## config.mk

```make
export PLATFORM = sky130hd
export DESIGN_NAME = bch_dec_codec_flat
export DESIGN_NICKNAME = d
export VERILOG_FILES = /design/src/rtl/bch_dec_codec_if.sv /design/src/rtl/bch_dec_codec.sv /design/src/flat_wrapper.sv
export SDC_FILE = /design/constraint.sdc
export NUM_CORES = 1
export LEC_CHECK = 0
export BUFFER_PORTS_ARGS = -buffer_cell sky130_fd_sc_hd__buf_2
export CORE_AREA = 3 3 108 214
export CTS_CLUSTER_DIAMETER = 150
export DETAILED_ROUTE_END_ITERATION = 16
export DIE_AREA = 0 0 111 217
export HOLD_SLACK_MARGIN = 0.03
export MAX_ROUTING_LAYER = met4
export PLACE_DENSITY_LB_ADDON = 0.25
export RECOVER_POWER = 100
export REMOVE_ABC_BUFFERS = 1
export SKIP_CTS_REPAIR_TIMING = 1
export SLEW_MARGIN = 0
export SYNTH_ARGS = -nofsm -noshare
export SYNTH_HDL_FRONTEND = slang
export SYNTH_SLANG_ARGS = --single-unit
```

## constraint.sdc

```tcl
create_clock -name clk -period 2.9 [get_ports clk]
set_input_delay 0.435 -clock clk [delete_from_list [all_inputs] [get_ports clk]]
set_output_delay 0.435 -clock clk [all_outputs]
set_load 0.05 [all_outputs]
```

## src/rtl/bch_dec_codec_if.sv

```systemverilog
// Request/response bundle between the DEC BCH codec and its client.
// The client drives the *_i signals and the codec drives the *_o signals.
interface bch_dec_codec_if #(
    parameter int P_D_WIDTH = 21,
    parameter int P_E_WIDTH = 10
);
    logic                 enc_vld_i;
    logic [P_D_WIDTH-1:0] enc_d_i;
    logic                 enc_vld_o;
    logic [P_E_WIDTH-1:0] enc_p_o;
    logic                 dcd_vld_i;
    logic [P_D_WIDTH-1:0] d_i;
    logic [P_E_WIDTH-1:0] ecc_i;
    logic                 dcd_vld_o;
    logic [P_D_WIDTH-1:0] msk_o;
    logic                 err_det_o;
    logic                 err_unc_o;

    modport master (
        output enc_vld_i, enc_d_i, dcd_vld_i, d_i, ecc_i,
        input  enc_vld_o, enc_p_o, dcd_vld_o, msk_o, err_det_o, err_unc_o
    );

    modport slave (
        input  enc_vld_i, enc_d_i, dcd_vld_i, d_i, ecc_i,
        output enc_vld_o, enc_p_o, dcd_vld_o, msk_o, err_det_o, err_unc_o
    );
endinterface

```

## src/rtl/bch_dec_codec.sv

```systemverilog
// Double-error-correcting binary BCH codec: check-bit generation on the write path
// and syndrome / Chien-search correction on the read path, both with one-cycle latency.
module bch_dec_codec #(
    parameter int P_D_WIDTH = 21
) (
    input  logic           clk,
    input  logic           rst,
    bch_dec_codec_if.slave bus
);

    function automatic int calc_m(input int d);
        int m;
        m = 0;
        for (int k = 16; k >= 2; k--) begin
            if (d + 2 * k <= (1 << k) - 1) begin
                m = k;
            end
        end
        return m;
    endfunction

    function automatic int prim_poly(input int m);
        int p;
        case (m)
            32'd4:   p = 32'h0000_0013;
            32'd5:   p = 32'h0000_0025;
            32'd6:   p = 32'h0000_0043;
            32'd7:   p = 32'h0000_0089;
            32'd8:   p = 32'h0000_011D;
            32'd9:   p = 32'h0000_0211;
            default: p = 32'h0000_0025;
        endcase
        return p;
    endfunction

    localparam int M         = calc_m(P_D_WIDTH);
    localparam int P_E_WIDTH = 2 * M;
    localparam int N         = P_D_WIDTH + P_E_WIDTH;
    localparam int Q         = (1 << M) - 1;
    localparam int CW        = $clog2(N + 1);
    localparam int PRIM      = prim_poly(M);

    localparam logic [M-1:0]    PRIM_LO   = PRIM[M-1:0];
    localparam logic [M-1:0]    GF_ZERO   = {M{1'b0}};
    localparam logic [M-1:0]    GF_ONE    = {{(M-1){1'b0}}, 1'b1};
    localparam logic [M-1:0]    GF_ALPHA  = {{(M-2){1'b0}}, 2'b10};
    localparam int              TWO_INT   = 2;
    localparam logic [CW-1:0]   TWO_ROOTS = TWO_INT[CW-1:0];

    // GF(2^M) product, shift-and-add with reduction by the primitive polynomial
    function automatic logic [M-1:0] gf_mul(input logic [M-1:0] a, input logic [M-1:0] b);
        logic [M-1:0] acc;
        logic [M-1:0] sh;
        acc = GF_ZERO;
        sh  = a;
        for (int k = 0; k < M; k++) begin
            acc = acc ^ (sh & {M{b[k]}});
            sh  = {sh[M-2:0], 1'b0} ^ (PRIM_LO & {M{sh[M-1]}});
        end
        return acc;
    endfunction

    function automatic logic [M-1:0] gf_pow(input int e);
        logic [M-1:0] r;
        r = GF_ONE;
        for (int k = 0; k < e; k++) begin
            r = gf_mul(r, GF_ALPHA);
        end
        return r;
    endfunction

    // Table of alpha^(step*i) for every codeword position i
    function automatic logic [N*M-1:0] pow_tbl(input int step);
        logic [N*M-1:0] t;
        logic [M-1:0]   base;
        logic [M-1:0]   r;
        base = gf_pow(step % Q);
        r    = GF_ONE;
        for (int i = 0; i < N; i++) begin
            t[i*M +: M] = r;
            r = gf_mul(r, base);
        end
        return t;
    endfunction

    // g(x) = m1(x)*m3(x), built as the product of (x + beta) over both conjugacy classes
    function automatic logic [P_E_WIDTH:0] calc_g();
        logic [M-1:0]       c [0:P_E_WIDTH];
        logic [M-1:0]       beta;
        logic [P_E_WIDTH:0] g;
        int                 e;
        for (int t = 0; t <= P_E_WIDTH; t++) begin
            c[t] = GF_ZERO;
        end
        c[0] = GF_ONE;
        for (int r = 0; r < 2; r++) begin
            for (int k = 0; k < M; k++) begin
                e    = (((r == 0) ? 1 : 3) << k) % Q;
                beta = gf_pow(e);
                for (int t = P_E_WIDTH; t >= 1; t--) begin
                    c[t] = c[t-1] ^ gf_mul(c[t], beta);
                end
                c[0] = gf_mul(c[0], beta);
            end
        end
        for (int t = 0; t <= P_E_WIDTH; t++) begin
            g[t] = c[t][0];
        end
        return g;
    endfunction

    // Column j holds x^(2M+j) mod g(x): the check bits contributed by data bit j
    function automatic logic [P_D_WIDTH*P_E_WIDTH-1:0] calc_cols(input logic [P_E_WIDTH:0] g);
        logic [P_E_WIDTH-1:0]           rem;
        logic [P_D_WIDTH*P_E_WIDTH-1:0] t;
        rem = g[P_E_WIDTH-1:0];
        for (int j = 0; j < P_D_WIDTH; j++) begin
            t[j*P_E_WIDTH +: P_E_WIDTH] = rem;
            rem = {rem[P_E_WIDTH-2:0], 1'b0} ^ (g[P_E_WIDTH-1:0] & {P_E_WIDTH{rem[P_E_WIDTH-1]}});
        end
        return t;
    endfunction

    localparam logic [P_E_WIDTH:0]             GEN      = calc_g();
    localparam logic [P_D_WIDTH*P_E_WIDTH-1:0] ENC_COLS = calc_cols(GEN);
    localparam logic [N*M-1:0]                 POW1     = pow_tbl(1);
    localparam logic [N*M-1:0]                 POW2     = pow_tbl(2);
    localparam logic [N*M-1:0]                 POW3     = pow_tbl(3);

    logic [P_E_WIDTH-1:0] enc_p_s;
    logic [N-1:0]         rcv_s;
    logic [M-1:0]         s1_s;
    logic [M-1:0]         s3_s;
    logic [M-1:0]         s1_sq_s;
    logic [M-1:0]         c0_s;
    logic [N-1:0]         hit_s;
    logic [N-1:0]         root_s;
    logic [CW-1:0]        root_cnt_s;
    logic [P_D_WIDTH-1:0] msk_s;
    logic                 det_s;
    logic                 unc_s;

    logic                 enc_vld_r;
    logic [P_E_WIDTH-1:0] enc_p_r;
    logic                 dcd_vld_r;
    logic [P_D_WIDTH-1:0] msk_r;
    logic                 det_r;
    logic                 unc_r;

    // Check bits: XOR of the columns selected by the set data bits
    always_comb begin
        enc_p_s = {P_E_WIDTH{1'b0}};
        for (int j = 0; j < P_D_WIDTH; j++) begin
            enc_p_s = enc_p_s ^ (ENC_COLS[j*P_E_WIDTH +: P_E_WIDTH] & {P_E_WIDTH{bus.enc_d_i[j]}});
        end
    end

    assign rcv_s = {bus.d_i, bus.ecc_i};

    // Syndromes S1 = r(alpha), S3 = r(alpha^3)
    always_comb begin
        s1_s = GF_ZERO;
        s3_s = GF_ZERO;
        for (int i = 0; i < N; i++) begin
            s1_s = s1_s ^ (POW1[i*M +: M] & {M{rcv_s[i]}});
            s3_s = s3_s ^ (POW3[i*M +: M] & {M{rcv_s[i]}});
        end
    end

    assign s1_sq_s = gf_mul(s1_s, s1_s);
    assign c0_s    = s3_s ^ gf_mul(s1_sq_s, s1_s);

    // Locator scaled by S1 to avoid a divider: S1*X^2 + S1^2*X + (S3 + S1^3)
    always_comb begin
        hit_s      = {N{1'b0}};
        root_s     = {N{1'b0}};
        root_cnt_s = {CW{1'b0}};
        for (int i = 0; i < N; i++) begin
            hit_s[i]   = (s1_s == POW1[i*M +: M]);
            root_s[i]  = ((gf_mul(s1_s, POW2[i*M +: M]) ^ gf_mul(s1_sq_s, POW1[i*M +: M]) ^ c0_s) == GF_ZERO);
            root_cnt_s = root_cnt_s + {{(CW-1){1'b0}}, root_s[i]};
        end
    end

    // Classify the syndrome pair and build the data correction mask
    always_comb begin
        msk_s = {P_D_WIDTH{1'b0}};
        det_s = 1'b0;
        unc_s = 1'b0;
        if (s1_s == GF_ZERO) begin
            det_s = (s3_s != GF_ZERO);
            unc_s = (s3_s != GF_ZERO);
        end else if (c0_s == GF_ZERO) begin
            det_s = 1'b1;
            if (|hit_s) begin
                msk_s = hit_s[N-1:P_E_WIDTH];
            end else begin
                unc_s = 1'b1;
            end
        end else begin
            det_s = 1'b1;
            if (root_cnt_s == TWO_ROOTS) begin
                msk_s = root_s[N-1:P_E_WIDTH];
            end else begin
                unc_s = 1'b1;
            end
        end
    end

    // Encode result register; the check bits only reload on an accepted request
    always_ff @(posedge clk or posedge rst) begin
        if (rst) begin
            enc_vld_r <= 1'b0;
            enc_p_r   <= {P_E_WIDTH{1'b0}};
        end else begin
            enc_vld_r <= bus.enc_vld_i;
            if (bus.enc_vld_i) begin
                enc_p_r <= enc_p_s;
            end
        end
    end

    // Decode result registers; the mask and flags only reload on an accepted request
    always_ff @(posedge clk or posedge rst) begin
        if (rst) begin
            dcd_vld_r <= 1'b0;
            msk_r     <= {P_D_WIDTH{1'b0}};
            det_r     <= 1'b0;
            unc_r     <= 1'b0;
        end else begin
            dcd_vld_r <= bus.dcd_vld_i;
            if (bus.dcd_vld_i) begin
                msk_r <= msk_s;
                det_r <= det_s;
                unc_r <= unc_s;
            end
        end
    end

    assign bus.enc_vld_o = enc_vld_r;
    assign bus.enc_p_o   = enc_p_r;
    assign bus.dcd_vld_o = dcd_vld_r;
    assign bus.msk_o     = msk_r;
    assign bus.err_det_o = det_r;
    assign bus.err_unc_o = unc_r;

endmodule

```

## src/flat_wrapper.sv

```systemverilog
// flat-port wrapper written by rule: the top's interface ports become plain ports
module bch_dec_codec_flat 
#(
    parameter int P_D_WIDTH = 21
)
  (clk, rst, bus_enc_vld_i, bus_enc_d_i, bus_dcd_vld_i, bus_d_i, bus_ecc_i, bus_enc_vld_o, bus_enc_p_o, bus_dcd_vld_o, bus_msk_o, bus_err_det_o, bus_err_unc_o);
  bch_dec_codec_if #(.P_D_WIDTH(P_D_WIDTH), .P_E_WIDTH((10))) bus_i ();
  input  logic clk;
  input  logic rst;
  input wire logic [$bits(bus_i.enc_vld_i)-1:0] bus_enc_vld_i;
  input wire logic [$bits(bus_i.enc_d_i)-1:0] bus_enc_d_i;
  input wire logic [$bits(bus_i.dcd_vld_i)-1:0] bus_dcd_vld_i;
  input wire logic [$bits(bus_i.d_i)-1:0] bus_d_i;
  input wire logic [$bits(bus_i.ecc_i)-1:0] bus_ecc_i;
  output wire logic [$bits(bus_i.enc_vld_o)-1:0] bus_enc_vld_o;
  output wire logic [$bits(bus_i.enc_p_o)-1:0] bus_enc_p_o;
  output wire logic [$bits(bus_i.dcd_vld_o)-1:0] bus_dcd_vld_o;
  output wire logic [$bits(bus_i.msk_o)-1:0] bus_msk_o;
  output wire logic [$bits(bus_i.err_det_o)-1:0] bus_err_det_o;
  output wire logic [$bits(bus_i.err_unc_o)-1:0] bus_err_unc_o;
  assign bus_i.enc_vld_i = bus_enc_vld_i;
  assign bus_i.enc_d_i = bus_enc_d_i;
  assign bus_i.dcd_vld_i = bus_dcd_vld_i;
  assign bus_i.d_i = bus_d_i;
  assign bus_i.ecc_i = bus_ecc_i;
  assign bus_enc_vld_o = bus_i.enc_vld_o;
  assign bus_enc_p_o = bus_i.enc_p_o;
  assign bus_dcd_vld_o = bus_i.dcd_vld_o;
  assign bus_msk_o = bus_i.msk_o;
  assign bus_err_det_o = bus_i.err_det_o;
  assign bus_err_unc_o = bus_i.err_unc_o;
  bch_dec_codec #(.P_D_WIDTH(P_D_WIDTH)) u_core (.clk(clk), .rst(rst), .bus(bus_i));
endmodule
```

==> summary.md, run 1 <==
| Metric | Value |
|---|---|
| 1st-iter DRT viols | about 350 |
| # diodes | 0 |
| Slowest-stage cell, CP | fa_1 |
| Layout cells sized above 1 | 0.419 |
| Status | finished, violations left |
| I/O pins | a little over 90 |
| Buf/Inv on CP | 12 |
| Nets | about 1400 |
| Cell count along the critical path | 43 |
| I/O Buffers | 90 |
| Sum Neg Setup Slack | -160.38 ns |
| # H-tree levels | 2 |
| Die X | between 100 and 150 um |
| Post-Route WL | between 30 and 40 mm |
| R2r worst-path depth | 3 |
| Synth cell count leaders | xnor2_1 (333), xor2_1 (86), inv_1 (49) |
| Vias post-DR | between 8000 and 9000 |
| GRT Overall Usage | 0.306 |
| Yosys cell types | 60 |
| Inserted Clock Buffers | 5 |
| HP Start | u_core.bus.msk_o[7] |
| Max FO, Critical Path | 6 |
| Avg Vias per Cell | ~5.2 |
| Post-synthesis sequential area ratio | 0.102 |
| Clock sink count | 35 |
| Crit path time final | approximately 10 ns |
| Gpl congestion | between 1 and 1.5 |
| Mapped Cells | between 800 and 900 |
| Final Worst Setup Slack | -7.33 ns |
| CP arrival | 10.43 ns |
| Required time worst endpoint | slightly above 3 ns |
| Primary FF master, synth | dfrtp_1 |
| CP Capture Type | flip-flop |
| FMAX | ~98 MHz |
| Worst hold stages | 2 |
| Reg clk slew, reported paths | around 0.060 ns |
| Hold Vio Cnt, Final | 0 |
| Synth area leaders | xnor2_1 (34%), dfrtp_1 (10%), xor2_1 (8.8%), xnor3_1 (8.6%), ha_1 (6.0%) |
| Failing checks | max-capacitance violations, max-slew violations, negative setup slack |
| GRT overflow | 0 |
| Drt pass-1 iters | 4 |
| Final setup fails | 23 |
| Hold Slack | 0.495 ns |
| Post-synth ARST share | 1.00 |
| FF+latch count, synth | 35 |
| TritonCTS clock tree | built |
| CTS max path bufs | 2 |
| Synth Warn # | 0 |
| Synth-to-Final Area Change | 49.6% |
| Core area | approximately 0.022 mm2 |
| Largest net degree at the start of global routing | 36 |
| Setup CP Type | input port to flip-flop |
| Rel. slew slack | -0.355 |
| DRC | 0 |
| Worst r2r src | u_core.bus.msk_o[1] |
| Largest stage delay, worst path | between 0.5 and 0.6 ns |
| # Max-Cap Violations | 1 |
| Worst-Skew Late Latency | 0.28 ns |
| Wire per inst | approximately 24 um |
| # placed instances | around 1500 |
| Final Cycle Share | 3.53 |
| Synthesized area | about 0.0086 mm2 |
| Post-synth top area cell | xnor2_1 |
| RSZ-0062 raised after global routing | yes |
| R2R Path End | u_core.bus.msk_o[1] |
| CP Launch Type | input port |
| Rows | 76 |
| Number of global-route vias before repair | between 8000 and 9000 |
| Clk Tree Root Cell | clkbuf_16 |
| Die height | roughly 220 um |
| Initial antenna violation count | 0 |
| Share of the synthesized area in the top cell type | 0.339 |
| Die area | between 0.02 and 0.025 mm2 |
| Worst slew pin tran | just over 2 ns |
| ANT nets after route | 0 |
| Synth Area per Inst | approximately 9.8 um2 |
| Post-synth EDFFs | 0 |
| Max-slew violations | 36 |
| Final HPWL DP | about 31 mm |
| Top-count cell post-synth | xnor2_1 |
| R2r setup slk | between 1.5 and 2 ns |
| Post-Place Worst Slack | -8.13 ns |
| Post-route insts no fill | ~1600 |
| Clock Skews | 0 ns |
| Worst min-delay path class | flip-flop to flip-flop |
| Global-route wire length before repair | approximately 52 mm |
| CP dominant cell by count | fa_1 |
| Initial Util | 0.398 |
| Cell family with most CP delay | adder cells |
| Hold endpoint | u_core.bus.msk_o[7] |
worst min-delay path: stages, from the launching register on:
cell	delay, ns
dfrtp_1	0.35
nand2_1	0.06
o221ai_2	0.05
flip-flops by register name, summed over array words and instances (netlist names):
name                  count
u_core.bus.err_unc_o      1
u_core.bus.err_det_o      1
u_core.bus.dcd_vld_o      1
u_core.bus.enc_vld_o      1
u_core.bus.enc_p_o       10
u_core.bus.msk_o         21
area by class of cell:
type / instances / area (um2)
clock inverters: 2 / 12.5
clock buffers: 6 / 129
repair buffers: 444 / 3270
multi-input cells: 759 / 8040
fillers: 1856 / 8730
flip-flops and latches: 35 / 876
inverters: 49 / 184
well taps: 273 / 342
metrics by stage:
stage | cell area, um2 | util
2_1_floorplan | 8440 | -
3_5_place_dp | 11700 | 0.544
4_1_cts | 11900 | 0.551
6_report | 12900 | 0.596
5_1_grt | 12900 | 0.596
3_3_place_gp | 11700 | 0.544
cell families (layout without fill, tap and decap cells):
| logic type | after synthesis | in the layout | share of synthesized area |
|---|---|---|---|
| xor+xnor | 481 | 481 | 0.583 |
| simple gates | 140 | 140 | 0.0828 |
| buf+inv | 84 | 501 | 0.0395 |
| flops | 35 | 35 | 0.102 |
| mux | 15 | 15 | 0.0191 |
| compound gates | 59 | 59 | 0.0601 |
| fa+ha+maj | 64 | 64 | 0.113 |
routing by layer:
layer  track usage  wire, um  share of wire
met1         0.250     10500           0.28
met2         0.572     20000           0.54
met3        0.0292      1680          0.045
met4         0.311      5040           0.14
met5             -         0              0
layout by cell type, fill, tap and decap left out, types with 20 or more instances in the layout:
| cell type | synthesis | final |
|---|---|---|
| xor2_1 | 86 | 77 |
| xnor2_2 | 10 | 33 |
| nor2_1 | 21 | 20 |
| fa_1 | 23 | 22 |
| dfrtp_1 | 35 | 35 |
| nand2_1 | 29 | 28 |
| nand3_1 | 27 | 24 |
| buf_2 | 10 | 47 |
| clkbuf_1 | 16 | 45 |
| xnor2_1 | 333 | 305 |
| inv_1 | 49 | 39 |
| buf_4 | 3 | 323 |
| xnor3_1 | 33 | 28 |
| ha_1 | 41 | 24 |
worst max-delay path by stage:
stage,end,start,slack (ns)
after floorplan,u_core.bus.msk_o[17],bus_ecc_i[8],-10.35
after global placement,u_core.bus.msk_o[14],bus_d_i[9],-8.10
after detailed placement,u_core.bus.msk_o[14],bus_d_i[9],-8.13
after CTS,u_core.bus.msk_o[14],bus_d_i[9],-7.85
after global routing,u_core.bus.msk_o[14],bus_d_i[7],-7.61
final,u_core.bus.msk_o[14],bus_d_i[4],-7.33
Power of run 1 is not shown: default switching activity piles up to over one toggle a cycle in this logic, so the estimate is an artifact.
==> run 2, diff against run 1 <==
--- a/config.mk
+++ b/config.mk
@@ -7,6 +7,7 @@
 export LEC_CHECK = 0
 export BUFFER_PORTS_ARGS = -buffer_cell sky130_fd_sc_hd__buf_2
 export CORE_AREA = 3 3 108 214
+export CTS_BUF_LIST = sky130_fd_sc_hd__clkbuf_8
 export CTS_CLUSTER_DIAMETER = 150
 export DETAILED_ROUTE_END_ITERATION = 16
 export DIE_AREA = 0 0 111 217
==> run 2 against run 1 <==
Compared with the run above:
- the flow still finishes with violations (max-capacitance violations, max-slew violations, negative setup slack)
- register-to-register slack worse by 0.02 ns
- die area unchanged
- sequential share of layout area about the same
- fmax up 0.29%
- global-route usage about the same
- sequential cell count unchanged
- critical path type unchanged
- highest routed layer unchanged
- cell area down 0.40%
- worst hold slack better by 0.0070 ns
==> summary.md, run 2 (same netlist as run 1, synthesis figures left out) <==
| Metric | Value |
|---|---|
| Vias post-DR | 8113 (-0.14%) |
| Failing checks | max-capacitance violations, max-slew violations, negative setup slack |
| I/O Buffers | 90 (unchanged) |
| Final Cycle Share | 3.52 (-0.0103) |
| Number of global-route vias before repair | 8600 (-0.058%) |
| Clk Tree Root Cell | clkbuf_8 |
| Required time worst endpoint | 3.13 ns (+0.02 ns) |
| Die area | 0.0241 mm2 (unchanged) |
| Initial antenna violation count | 0 (unchanged) |
| # diodes | 0 (unchanged) |
| # H-tree levels | 2 (unchanged) |
| CTS max path bufs | 2 (unchanged) |
| DRC | 0 (unchanged) |
| Final setup fails | 23 (unchanged) |
| Worst min-delay path class | flip-flop to flip-flop |
| Inserted Clock Buffers | 5 (unchanged) |
| Clock Skews | 0 ns (unchanged) |
| Reg clk slew, reported paths | 0.09 ns (+0.03 ns) |
| Clock sink count | 35 (unchanged) |
| Core area | 0.0216 mm2 (unchanged) |
| Post-Route WL | 37.4 mm (+0.42%) |
| CP dominant cell by count | fa_1 |
| Die X | 111 um (unchanged) |
| Nets | 1415 (+0.071%) |
| Gpl congestion | 1.03 (unchanged) |
| Worst-Skew Late Latency | 0.30 ns (+0.02 ns) |
| Layout cells sized above 1 | 0.422 (+0.00276) |
| Initial Util | 0.398 (unchanged) |
| Setup CP Type | input port to flip-flop |
| Rows | 76 (unchanged) |
| Drt pass-1 iters | 4 (unchanged) |
| Avg Vias per Cell | 5.17 (-0.20%) |
| Max FFs per register | 21 (unchanged) |
| CP Capture Type | flip-flop |
| Wire per inst | 23.8 um (+0.35%) |
| Largest net degree at the start of global routing | 36 (unchanged) |
| GRT overflow | 0 (unchanged) |
| CP arrival | 10.43 ns (about the same) |
| TritonCTS clock tree | built |
| I/O pins | 91 (unchanged) |
| Final Worst Setup Slack | -7.30 ns (+0.0300 ns) |
| GRT Overall Usage | 0.307 (+0.000419) |
| RSZ-0062 raised after global routing | yes |
| Rel. slew slack | -0.370 (-0.0149) |
| FMAX | 98.0 MHz (+0.29%) |
| Die height | 217 um (unchanged) |
| Commonest cells after routing, fill and taps aside | buf_4 (326), xnor2_1 (305), xor2_1 (77) |
| Cell family with most CP delay | adder cells |
| Slowest-stage cell, CP | fa_1 |
| Max FO, Critical Path | 6 (unchanged) |
| Hold Vio Cnt, Final | 0 (unchanged) |
| Post-Place Worst Slack | -8.13 ns (unchanged) |
| Global-route wire length before repair | 52.6 mm (+0.17%) |
| ANT nets after route | 0 (unchanged) |
| CP Launch Type | input port |
| Crit path time final | 10.20 ns (-0.0300 ns) |
| 1st-iter DRT viols | 327 (-5.8%) |
| Largest stage delay, worst path | 0.54 ns (about the same) |
| Max-slew violations | 36 (unchanged) |
| Final HPWL DP | 31.0 mm (unchanged) |
| Fillers | 1867 (+0.59%) |
| Synth-to-Final Area Change | 49.0% |
| Buf/Inv on CP | 12 (unchanged) |
| # Max-Cap Violations | 1 (unchanged) |
| Status | finished, violations left |
| Worst slew pin tran | 2.05 ns (+0.0223 ns) |
| Commonest non-fill, non-tap cell in the layout | buf_4 |
[run 2: cell types whose count changed in the layout (fill, tap and decap cells not counted), sizes merged]
cell | before | now
clkbuf | 51 | 50
inv | 49 | 50
buf | 399 | 400
[run 2: layout make-up]
cell class              count  area (um2)  area share
repair buffers            445        3270       0.256
well taps                 273         342      0.0267
clock inverters             3        16.3     0.00127
multi-input cells         759        8050       0.628
clock buffers               5        68.8     0.00537
flip-flops and latches     35         876      0.0684
inverters                  49         184      0.0144
[run 2: worst paths after layout]
kind,cells past startpoint,slack (ns),startpoint,to
max in group asynchronous,3,0.85,rst,u_core.bus.enc_p_o[0]
min reg2reg,2,0.50,u_core.bus.msk_o[7],u_core.bus.msk_o[7]
max reg2reg,3,1.88,u_core.bus.msk_o[1],u_core.bus.msk_o[1]
min,2,0.50,u_core.bus.msk_o[7],u_core.bus.msk_o[7]
max,43,-7.30,bus_d_i[4],u_core.bus.msk_o[14]
min in group asynchronous,3,0.85,rst,u_core.bus.msk_o[14]
[run 2: tightest hold or removal path, cell delays in order (launching register included)]
cell	delay [ns]
dfrtp_1	0.35
nand2_1	0.06
o221ai_2	0.05
[run 2: metal layers]
metal / global-route usage / wire (um) / share of wire / vias up
met5: - / 0 / 0 / -
met4: 0.312 / 4970 / 0.13 / 0
met3: 0.0301 / 1720 / 0.046 / 230
met2: 0.572 / 20100 / 0.54 / 355
met1: 0.250 / 10600 / 0.28 / 3810
li1: - / - / - / 3718
[run 2: metrics by stage]
step	TNS (ns)	instances	util	hold WS [ns]	cell area, um2
after detailed placement	-178.21	1525	0.544	0.471	11700
after global placement	-177.76	1525	0.544	0.480	11700
final	-159.79	1569	0.593	0.502	12800
after CTS	-171.38	1533	0.548	0.228	11800
after floorplan	-225.83	843	-	0.466	8440
after global routing	-165.83	1569	0.593	0.515	12800
Power of run 2 is left out for the same reason.
==> run 3, diff against run 2 <==
--- a/config.mk
+++ b/config.mk
@@ -13,7 +13,6 @@
 export DIE_AREA = 0 0 111 217
 export HOLD_SLACK_MARGIN = 0.03
 export MAX_ROUTING_LAYER = met4
-export PLACE_DENSITY_LB_ADDON = 0.25
 export RECOVER_POWER = 100
 export REMOVE_ABC_BUFFERS = 1
 export SKIP_CTS_REPAIR_TIMING = 1
==> run 3 against run 2 <==
Compared with the run above:
- critical endpoint is now u_core.bus.msk_o[20]
- first-iteration DRC count increased by 16%
- worst hold slack got worse by 0.0046 ns
- largest cell class unchanged
- highest routed layer unchanged
- the flow still finishes with violations (max-capacitance violations, max-slew violations, negative setup slack)
- global-route usage increased by 0.34 points
==> summary.md, run 3 (same netlist as run 1, synthesis figures left out) <==
| Metric | Value |
|---|---|
| Max-slew violations | 36 (unchanged) |
| Core area | 0.0216 mm2 (unchanged) |
| Clock sink count | 35 (unchanged) |
| Buf/Inv on CP | 12 (unchanged) |
| Max FFs per register | 21 (unchanged) |
| Layout cells sized above 1 | 0.412 (-0.0103) |
| Fillers | 1882 (+0.80%) |
| Rows | 76 (unchanged) |
| HP Start | bus_dcd_vld_i |
| Commonest cells after routing, fill and taps aside | buf_4 (312), xnor2_1 (301), xor2_1 (82) |
| CTS max path bufs | 2 (unchanged) |
| Rel. slew slack | -0.347 (+0.0225) |
| R2r worst-path depth | 3 (unchanged) |
| Die height | 217 um (unchanged) |
| Drt pass-1 iters | 5 (+1) |
| GRT overflow | 0 (unchanged) |
| Hold endpoint | u_core.bus.dcd_vld_o |
| Initial antenna violation count | 0 (unchanged) |
| Hold Vio Cnt, Final | 0 (unchanged) |
| FMAX | 97.5 MHz (-0.55%) |
| Final setup fails | 23 (unchanged) |
| 1st-iter DRT viols | 378 (+16%) |
| CP arrival | 10.48 ns (+0.05 ns) |
| Final HPWL DP | 30.8 mm (-0.52%) |
| R2r setup slk | 1.97 ns (+0.09 ns) |
| DRC | 0 (unchanged) |
| Largest net degree at the start of global routing | 36 (unchanged) |
| Worst r2r src | u_core.bus.msk_o[1] |
| Die area | 0.0241 mm2 (unchanged) |
| ANT nets after route | 0 (unchanged) |
| Max FO, Critical Path | 6 (unchanged) |
| Die X | 111 um (unchanged) |
| Largest stage delay, worst path | 0.59 ns (+0.05 ns) |
| Avg Vias per Cell | 5.21 (+0.76%) |
| # H-tree levels | 2 (unchanged) |
| Clk Tree Root Cell | clkbuf_8 |
| Final Cycle Share | 3.54 (+0.0195) |
| I/O pins | 91 (unchanged) |
| Setup CP Type | input port to flip-flop |
| R2R Path End | u_core.bus.msk_o[1] |
| Gpl congestion | 1.04 (+0.99%) |
| GRT Overall Usage | 0.310 (+0.00344) |
| Final Worst Setup Slack | -7.36 ns (-0.0565 ns) |
| Worst slew pin tran | 2.02 ns (-0.0337 ns) |
| CP Capture Type | flip-flop |
| Slowest-stage cell, CP | fa_1 |
| CP dominant cell by count | fa_1 |
| Number of global-route vias before repair | 8858 (+3.0%) |
| Synth-to-Final Area Change | 47.8% |
| TritonCTS clock tree | built |
| Nets | 1406 (-0.64%) |
| Crit path time final | 10.26 ns (+0.0565 ns) |
| Worst min-delay path class | input port to flip-flop |
| Post-Route WL | 37.8 mm (+1.0%) |
| Global-route wire length before repair | 53.2 mm (+1.2%) |
| Inserted Clock Buffers | 5 (unchanged) |
| RSZ-0062 raised after global routing | yes |
| # Max-Cap Violations | 1 (unchanged) |
| Commonest non-fill, non-tap cell in the layout | buf_4 |
| Vias post-DR | 8128 (+0.18%) |
| Worst hold stages | 2 (unchanged) |
| Worst-Skew Late Latency | 0.30 ns (about the same) |
| Clock Skews | 0 ns (unchanged) |
| I/O Buffers | 90 (unchanged) |
| Initial Util | 0.398 (unchanged) |
| # diodes | 0 (unchanged) |
| Failing checks | max-capacitance violations, max-slew violations, negative setup slack |
| Reg clk slew, reported paths | 0.09 ns (about the same) |
| Wire per inst | 24.2 um (+1.6%) |
| Post-Place Worst Slack | -7.99 ns (+0.138 ns) |
| CP Launch Type | input port |
| Cell family with most CP delay | adder cells |
| Status | finished, violations left |
| Required time worst endpoint | 3.13 ns (about the same) |
run 3: cell types whose count changed in the layout (fill, tap and decap cells not counted), moves of 4 or more:
cell,before,now
buf_4,326,312
buf_6,15,26
xor2_1,77,82
buf_12,10,6
ha_1,24,28
inv_2,10,6
xnor2_1,305,301
xnor2_2,32,36
xor2_2,11,7
run 3: routing by layer:
layer  part of all wire  routed length, um  track usage  up-vias
met4               0.15               5500        0.349        0
met1               0.28              10500        0.239     3799
met3              0.049               1840       0.0434      248
met2               0.53              19900        0.569      385
li1                   -                  -            -     3696
met5                  0                  0            -        -
run 3: layout make-up:
type                       instances  area, um2  area share
multi-input combinational        759       7980       0.628
clock buffer                       5       68.8     0.00542
inverter                          49        189      0.0149
timing repair buffer             436       3200       0.252
tap                              273        342      0.0269
clock inverter                     3       43.8     0.00345
sequential                        35        876      0.0689
run 3: how the worst max path moves through the flow:
| stage | depth (start not counted) | startpoint | slack, ns | to |
|---|---|---|---|---|
| 2_1_floorplan | 37 | bus_ecc_i[8] | -10.35 | u_core.bus.msk_o[17] |
| 3_3_place_gp | 39 | bus_d_i[9] | -7.87 | u_core.bus.msk_o[14] |
| 3_5_place_dp | 39 | bus_d_i[9] | -7.99 | u_core.bus.msk_o[14] |
| 4_1_cts | 40 | bus_d_i[5] | -7.74 | u_core.bus.msk_o[20] |
| 5_1_grt | 46 | bus_d_i[4] | -7.61 | u_core.bus.msk_o[20] |
| 6_report | 45 | bus_d_i[4] | -7.36 | u_core.bus.msk_o[20] |
run 3: stage by stage:
step	std cells	setup TNS, ns	instance area, um2	util	hold WS, ns
2_1_floorplan	843	-225.83	8440	-	0.466
3_3_place_gp	1512	-172.68	11600	0.538	0.478
3_5_place_dp	1512	-175.26	11600	0.538	0.481
4_1_cts	1520	-169.35	11700	0.543	0.221
5_1_grt	1560	-167.13	12700	0.589	0.500
6_report	1560	-161.22	12700	0.589	0.497
Power of run 3 is left out for the same reason.
